## src/rtl/nmr_bstrm_simp_cnt.sv

```systemverilog
// rtl/nmr_bstrm_simp_cnt.sv - SRAM-driven NMR pulse bitstream generator
// Walks a 32-bit command list from SRAM, driving OUT per segment with one-level looping.
module nmr_bstrm_simp_cnt #(
  parameter int CMD_WIDTH       = 8,
  parameter int LOOP_WIDTH      = 24,
  parameter int SRAM_ADDR_WIDTH = 8,
  parameter int SRAM_DAT_WIDTH  = 32,
  parameter int DATA_WIDTH      = 24,
  parameter int MUX_WIDTH       = 16
) (
  input  logic                       CLK,
  input  logic                       RST,
  input  logic                       START,
  output logic                       DONE,
  output logic                       OUT,
  output logic [SRAM_ADDR_WIDTH-1:0] SRAM_ADDR,
  input  logic [SRAM_DAT_WIDTH-1:0]  SRAM_RD_DAT,
  output logic                       sim_changed_sram_addr
);

  typedef enum logic [1:0] {
    IDLE  = 2'd0,
    W1    = 2'd1,
    W2    = 2'd2,
    COUNT = 2'd3
  } state_t;

  state_t                     state, state_d;
  logic [CMD_WIDTH-1:0]       ptr, ptr_d, ptr_inc;
  logic [CMD_WIDTH-1:0]       loop_addr, loop_addr_d;
  logic [LOOP_WIDTH-1:0]      loop_cnt, loop_cnt_d;
  logic [DATA_WIDTH-1:0]      cnt, cnt_d;
  logic [MUX_WIDTH-1:0]       mux_onehot, mux_onehot_d;
  logic                       loop_sto, loop_sto_d;
  logic                       out_d, done_d;
  logic [SRAM_ADDR_WIDTH-1:0] addr_inc;

  logic                       w_pol, w_end, w_lsta, w_lsto;
  logic [3:0]                 w_mux;
  logic [DATA_WIDTH-1:0]      w_len, w_len_nz;
  logic                       unused_ok;

  assign w_pol    = SRAM_RD_DAT[31];
  assign w_end    = SRAM_RD_DAT[30];
  assign w_lsta   = SRAM_RD_DAT[29];
  assign w_lsto   = SRAM_RD_DAT[28];
  assign w_mux    = SRAM_RD_DAT[27:24];
  assign w_len    = SRAM_RD_DAT[DATA_WIDTH-1:0];
  assign w_len_nz = (w_len == '0) ? DATA_WIDTH'(1) : w_len;

  // Pointer arithmetic wraps at the SRAM address width, not the pointer width.
  assign addr_inc  = ptr[SRAM_ADDR_WIDTH-1:0] + SRAM_ADDR_WIDTH'(1);
  assign ptr_inc   = CMD_WIDTH'(addr_inc);
  assign SRAM_ADDR = ptr[SRAM_ADDR_WIDTH-1:0];

  // Decoded mux selection is held for downstream taps only.
  assign unused_ok = ^mux_onehot;

  always_ff @(posedge CLK) begin
    if (RST) state <= IDLE;
    else     state <= state_d;
  end

  // The word is decoded on the edge leaving W2, so fetch overhead is exactly two clocks.
  always_comb begin
    state_d      = state;
    ptr_d        = ptr;
    loop_addr_d  = loop_addr;
    loop_cnt_d   = loop_cnt;
    cnt_d        = cnt;
    mux_onehot_d = mux_onehot;
    loop_sto_d   = loop_sto;
    out_d        = OUT;
    done_d       = DONE;
    case (state)
      IDLE: begin
        if (START) begin
          done_d  = 1'b0;
          state_d = W1;
        end
      end
      W1: state_d = W2;
      W2: begin
        if (w_end) begin
          out_d   = 1'b0;
          done_d  = 1'b1;
          ptr_d   = '0;
          state_d = IDLE;
        end else if (w_lsta) begin
          loop_cnt_d  = LOOP_WIDTH'(w_len_nz);
          loop_addr_d = ptr_inc;
          ptr_d       = ptr_inc;
          state_d     = W1;
        end else begin
          out_d        = w_pol;
          cnt_d        = w_len_nz;
          mux_onehot_d = MUX_WIDTH'(1) << w_mux;
          loop_sto_d   = w_lsto;
          state_d      = COUNT;
        end
      end
      COUNT: begin
        if (cnt <= DATA_WIDTH'(1)) begin
          if (loop_sto && (loop_cnt > LOOP_WIDTH'(1))) begin
            loop_cnt_d = loop_cnt - LOOP_WIDTH'(1);
            ptr_d      = loop_addr;
          end else begin
            if (loop_sto) loop_cnt_d = '0;
            ptr_d = ptr_inc;
          end
          state_d = W1;
        end else begin
          cnt_d = cnt - DATA_WIDTH'(1);
        end
      end
      default: state_d = IDLE;
    endcase
  end

  always_ff @(posedge CLK) begin
    if (RST) begin
      ptr                   <= '0;
      loop_addr             <= '0;
      loop_cnt              <= '0;
      cnt                   <= '0;
      mux_onehot            <= '0;
      loop_sto              <= 1'b0;
      OUT                   <= 1'b0;
      DONE                  <= 1'b0;
      sim_changed_sram_addr <= 1'b0;
    end else begin
      ptr                   <= ptr_d;
      loop_addr             <= loop_addr_d;
      loop_cnt              <= loop_cnt_d;
      cnt                   <= cnt_d;
      mux_onehot            <= mux_onehot_d;
      loop_sto              <= loop_sto_d;
      OUT                   <= out_d;
      DONE                  <= done_d;
      sim_changed_sram_addr <= (ptr_d[SRAM_ADDR_WIDTH-1:0] != ptr[SRAM_ADDR_WIDTH-1:0]);
    end
  end

endmodule

```

## config.mk

```make
export PLATFORM = sky130hd
export DESIGN_NAME = nmr_bstrm_simp_cnt
export DESIGN_NICKNAME = d
export VERILOG_FILES = /design/src/rtl/nmr_bstrm_simp_cnt.sv
export SDC_FILE = /design/constraint.sdc
export NUM_CORES = 1
export LEC_CHECK = 0
export CORE_MARGIN = 4
export CORE_UTILIZATION = 31
export CTS_CLUSTER_DIAMETER = 40
export DETAILED_ROUTE_END_ITERATION = 10
export HOLD_SLACK_MARGIN = 0.03
export PLACE_DENSITY_LB_ADDON = 0.25
export SYNTH_ARGS = -nofsm -noshare
export SYNTH_HDL_FRONTEND = slang
export SYNTH_SLANG_ARGS = --single-unit
```

## constraint.sdc

```tcl
create_clock -name CLK -period 3.1 [get_ports CLK]
set_clock_uncertainty 0.15 [all_clocks]
set_input_delay 0.62 -clock CLK [delete_from_list [all_inputs] [get_ports CLK]]
set_output_delay 0.62 -clock CLK [all_outputs]
set_load 0.01 [all_outputs]
```

==> metrics <==
vias in the first global route 4501; most frequent CP cell or3_4; initial antenna violation count 0; synth top area cells dfxtp_1, o21ai_0, nand2_1, nor2_1, a21oi_1; hold path endpoint loop_addr[3]$_SDFFE_PP0P_; CTS tree done; min-delay src loop_addr[3]$_SDFFE_PP0P_; largest net degree at the start of global routing 40; Register-to-Register Path Depth 7; worst skew pair latency 340 ps; period utilisation layout 0.968; Worst Hold Depth 2; Async SR Flop Fraction 0; # H-tree levels 3; Worst Hold Class reg2reg; CTS clk-pin slew, worst paths 60 ps; setup_tns 0 ps; grt met1 use 0.233; Yosys warnings 0; DRT antenna net count 0; Die Wd 127 um; fin nets 711; die height 127 um; syn_nets 652; Core ar. 13900 um^2; fin crit period 3000 ps; crit-path max cell delay 530 ps; DR iter-0 viols 498; Slew @ Worst Pin 1020 ps; Fmax achieved 333 MHz; Yosys cell types 72; Total GRT Usage 0.172; Yosys top cell by area dfxtp_1; CP Launch Type flip-flop; VDD IR max 239 uV; flop-to-flop setup slack 100 ps; Max transition margin 0.320; Pre-Repair DR Iteration Count 5; vias 4815; postcts setup bufs 0; grt met2 use 0.264; Mapped Cells 608; register bit total from synthesis 70; RSZ-0062 raised after global routing no; vias per inst 5.65; Setup crit start cnt[11]$_SDFFE_PP0P_; Starting Density 0.317; port bufs 41; Seq/Total Area, Yosys 0.317; Max Slew Vio Count 0; CP Buf/Inv Count 0; Max Root-Sink Buffers 2; worst r2r dst sim_changed_sram_addr$_SDFF_PP0_; busiest grt layer met2; DP Area 5260 um^2; CP endpoint kind flip-flop; crit path DAT 3060 ps; clock root buffer master clkbuf_16; count of final hold-check violations 0; top_reg_cell synth dfxtp_1; Max-Cap Viols 0; Inst Count DP 836; Critical Path Stages 7; global-route wire length before repair 22900 um; Synth Cell Area 4420 um^2; IO Pins 46; CP max-delay cell or4_1; Mean Syn Cell Area 7.27 um^2; Finished Core Util 0.403; layout cells sized above 1 0.134; critical-path maximum fanout 6; CP delay by family, top simple AND/OR/NAND/NOR gates; worst path cell trace or3_4 > or4_4 > or4_1 > or3_4 > nand2_2 > o211ai_2 > o41a_1; CTS Hold Bufs 0; R2R Path Start cnt[11]$_SDFFE_PP0P_; hold slack final 307 ps; WS Path Type reg2reg; WP data required 3160 ps; Layout Area Growth over Synthesis 27.0%; # rows 43; clock sinks 70; top cell type's share of synthesized area 0.317; CTS Buf Count 9; routability cong. 0.914; P_leak 2.03 nW; Finished Cell Area 5620 um^2; run status complete, no violations; Total Wirelength 13700 um; EDFF count, synth 0; # DRC 0; hpwl dp 10000 um; Antenna diodes 0; grt met3 use 0.0556; # setup viols final 0; Cell Count, Final, Fillers Out 852; total gr overflow 0; Filler Cells Inserted 1448; PwrDens 472 nW/um^2; post-DR wirelength/cell 16.1 um; Die ar. 16200 um^2
-- where the power goes --
part           total (W)  switching (W)  internal, W
combinational   0.000539       0.000313     0.000226
clock            0.00116       0.000388     0.000769
sequential      0.000957      0.0000292     0.000927
-- state kept, by name (all words and copies together) (netlist names) --
register,count
loop_addr,8
OUT,1
DONE,1
cnt,24
loop_cnt,24
state,2
loop_sto,1
sim_changed_sram_addr,1
SRAM_ADDR,8
-- placed cells by master (no fill, tap or decap), types with 7 or more instances in the layout --
cell type / n
a211oi_1: 10
a21oi_1: 48
a22oi_1: 23
buf_4: 45
clkbuf_16: 9
clkdlybuf4s50_1: 40
dfxtp_1: 69
ha_1: 9
inv_1: 14
nand2_1: 84
nand3_1: 14
nor2_1: 70
nor3_1: 17
nor4_1: 17
o21ai_0: 71
o31ai_1: 7
-- Yosys cell counts (all sizes together), types with 2 or more instances --
| library cell | number |
|---|---|
| xor2 | 3 |
| ha | 9 |
| a221oi | 2 |
| a41oi | 2 |
| a22oi | 23 |
| or4 | 5 |
| nand3b | 2 |
| nor2b | 3 |
| a31oi | 5 |
| a211oi | 11 |
| a311oi | 2 |
| nand3 | 15 |
| nand2b | 6 |
| inv | 14 |
| a22o | 5 |
| a21boi | 2 |
| o31ai | 8 |
| nor3b | 2 |
| or2 | 5 |
| buf | 8 |
| o21ai | 72 |
| nand4 | 2 |
| clkbuf | 33 |
| o22ai | 2 |
| nor2 | 70 |
| or3 | 9 |
| o2111ai | 3 |
| o211ai | 7 |
| a21o | 2 |
| dfxtp | 70 |
| mux2i | 3 |
| xnor2 | 3 |
| and2 | 2 |
| nor3 | 18 |
| a21oi | 49 |
| nand2 | 85 |
| and4 | 2 |
| nor4 | 20 |
| o41ai | 5 |
| o21a | 3 |
-- area by class of cell --
| type | count | area [um^2] | area share |
|---|---|---|---|
| flip-flops and latches | 70 | 1400 | 0.250 |
| well taps | 180 | 225 | 0.0401 |
| repair buffers | 89 | 803 | 0.143 |
| multi-input cells | 482 | 2800 | 0.498 |
| clock buffers | 13 | 270 | 0.0481 |
| inverters | 15 | 56.3 | 0.0100 |
| clock inverters | 3 | 65.1 | 0.0116 |
-- worst register-to-register path, cell delays in order, from the launching register on --
cell and delay [ps]:
dfxtp_1 330, or3_4 370, or4_4 470, or4_1 530, or3_4 420, nand2_2 110
o211ai_2 90, o41a_1 390
-- through the flow --
stage	total power, W	setup slack [ps]
5_1_grt	0.00278	2.18
3_5_place_dp	0.00150	-43.4
3_3_place_gp	0.00149	-37.6
6_report	0.00265	100
2_1_floorplan	0.00129	21.0
4_1_cts	0.00267	21.9
-- timing repair --
| item | CTS | global route |
|---|---|---|
| endpoints found under the setup margin | 0 | 3 |
| gates resized for setup | 0 | 5 |
| endpoints found under the hold margin | 0 | 0 |
-- cells by family after synthesis --
logic type      share of synthesized area
simple gates                        0.273
compound gates                      0.305
flops                               0.317
buf+inv                            0.0586
fa+ha+maj                          0.0255
xor+xnor                           0.0119
mux                               0.00934
-- per-layer routing --
layer	part of all wire	vias up
met4	0.011	0
met1	0.46	2256
met3	0.077	26
met5	0	-
li1	-	2340
met2	0.45	193
-- worst max path at each step --
stage	end
after detailed placement	sim_changed_sram_addr$_SDFF_PP0_
after floorplan	sim_changed_sram_addr$_SDFF_PP0_
final	sim_changed_sram_addr$_SDFF_PP0_
after global placement	sim_changed_sram_addr$_SDFF_PP0_
after global routing	sim_changed_sram_addr$_SDFF_PP0_
after CTS	sim_changed_sram_addr$_SDFF_PP0_
Power figures use the tool's default switching activity.
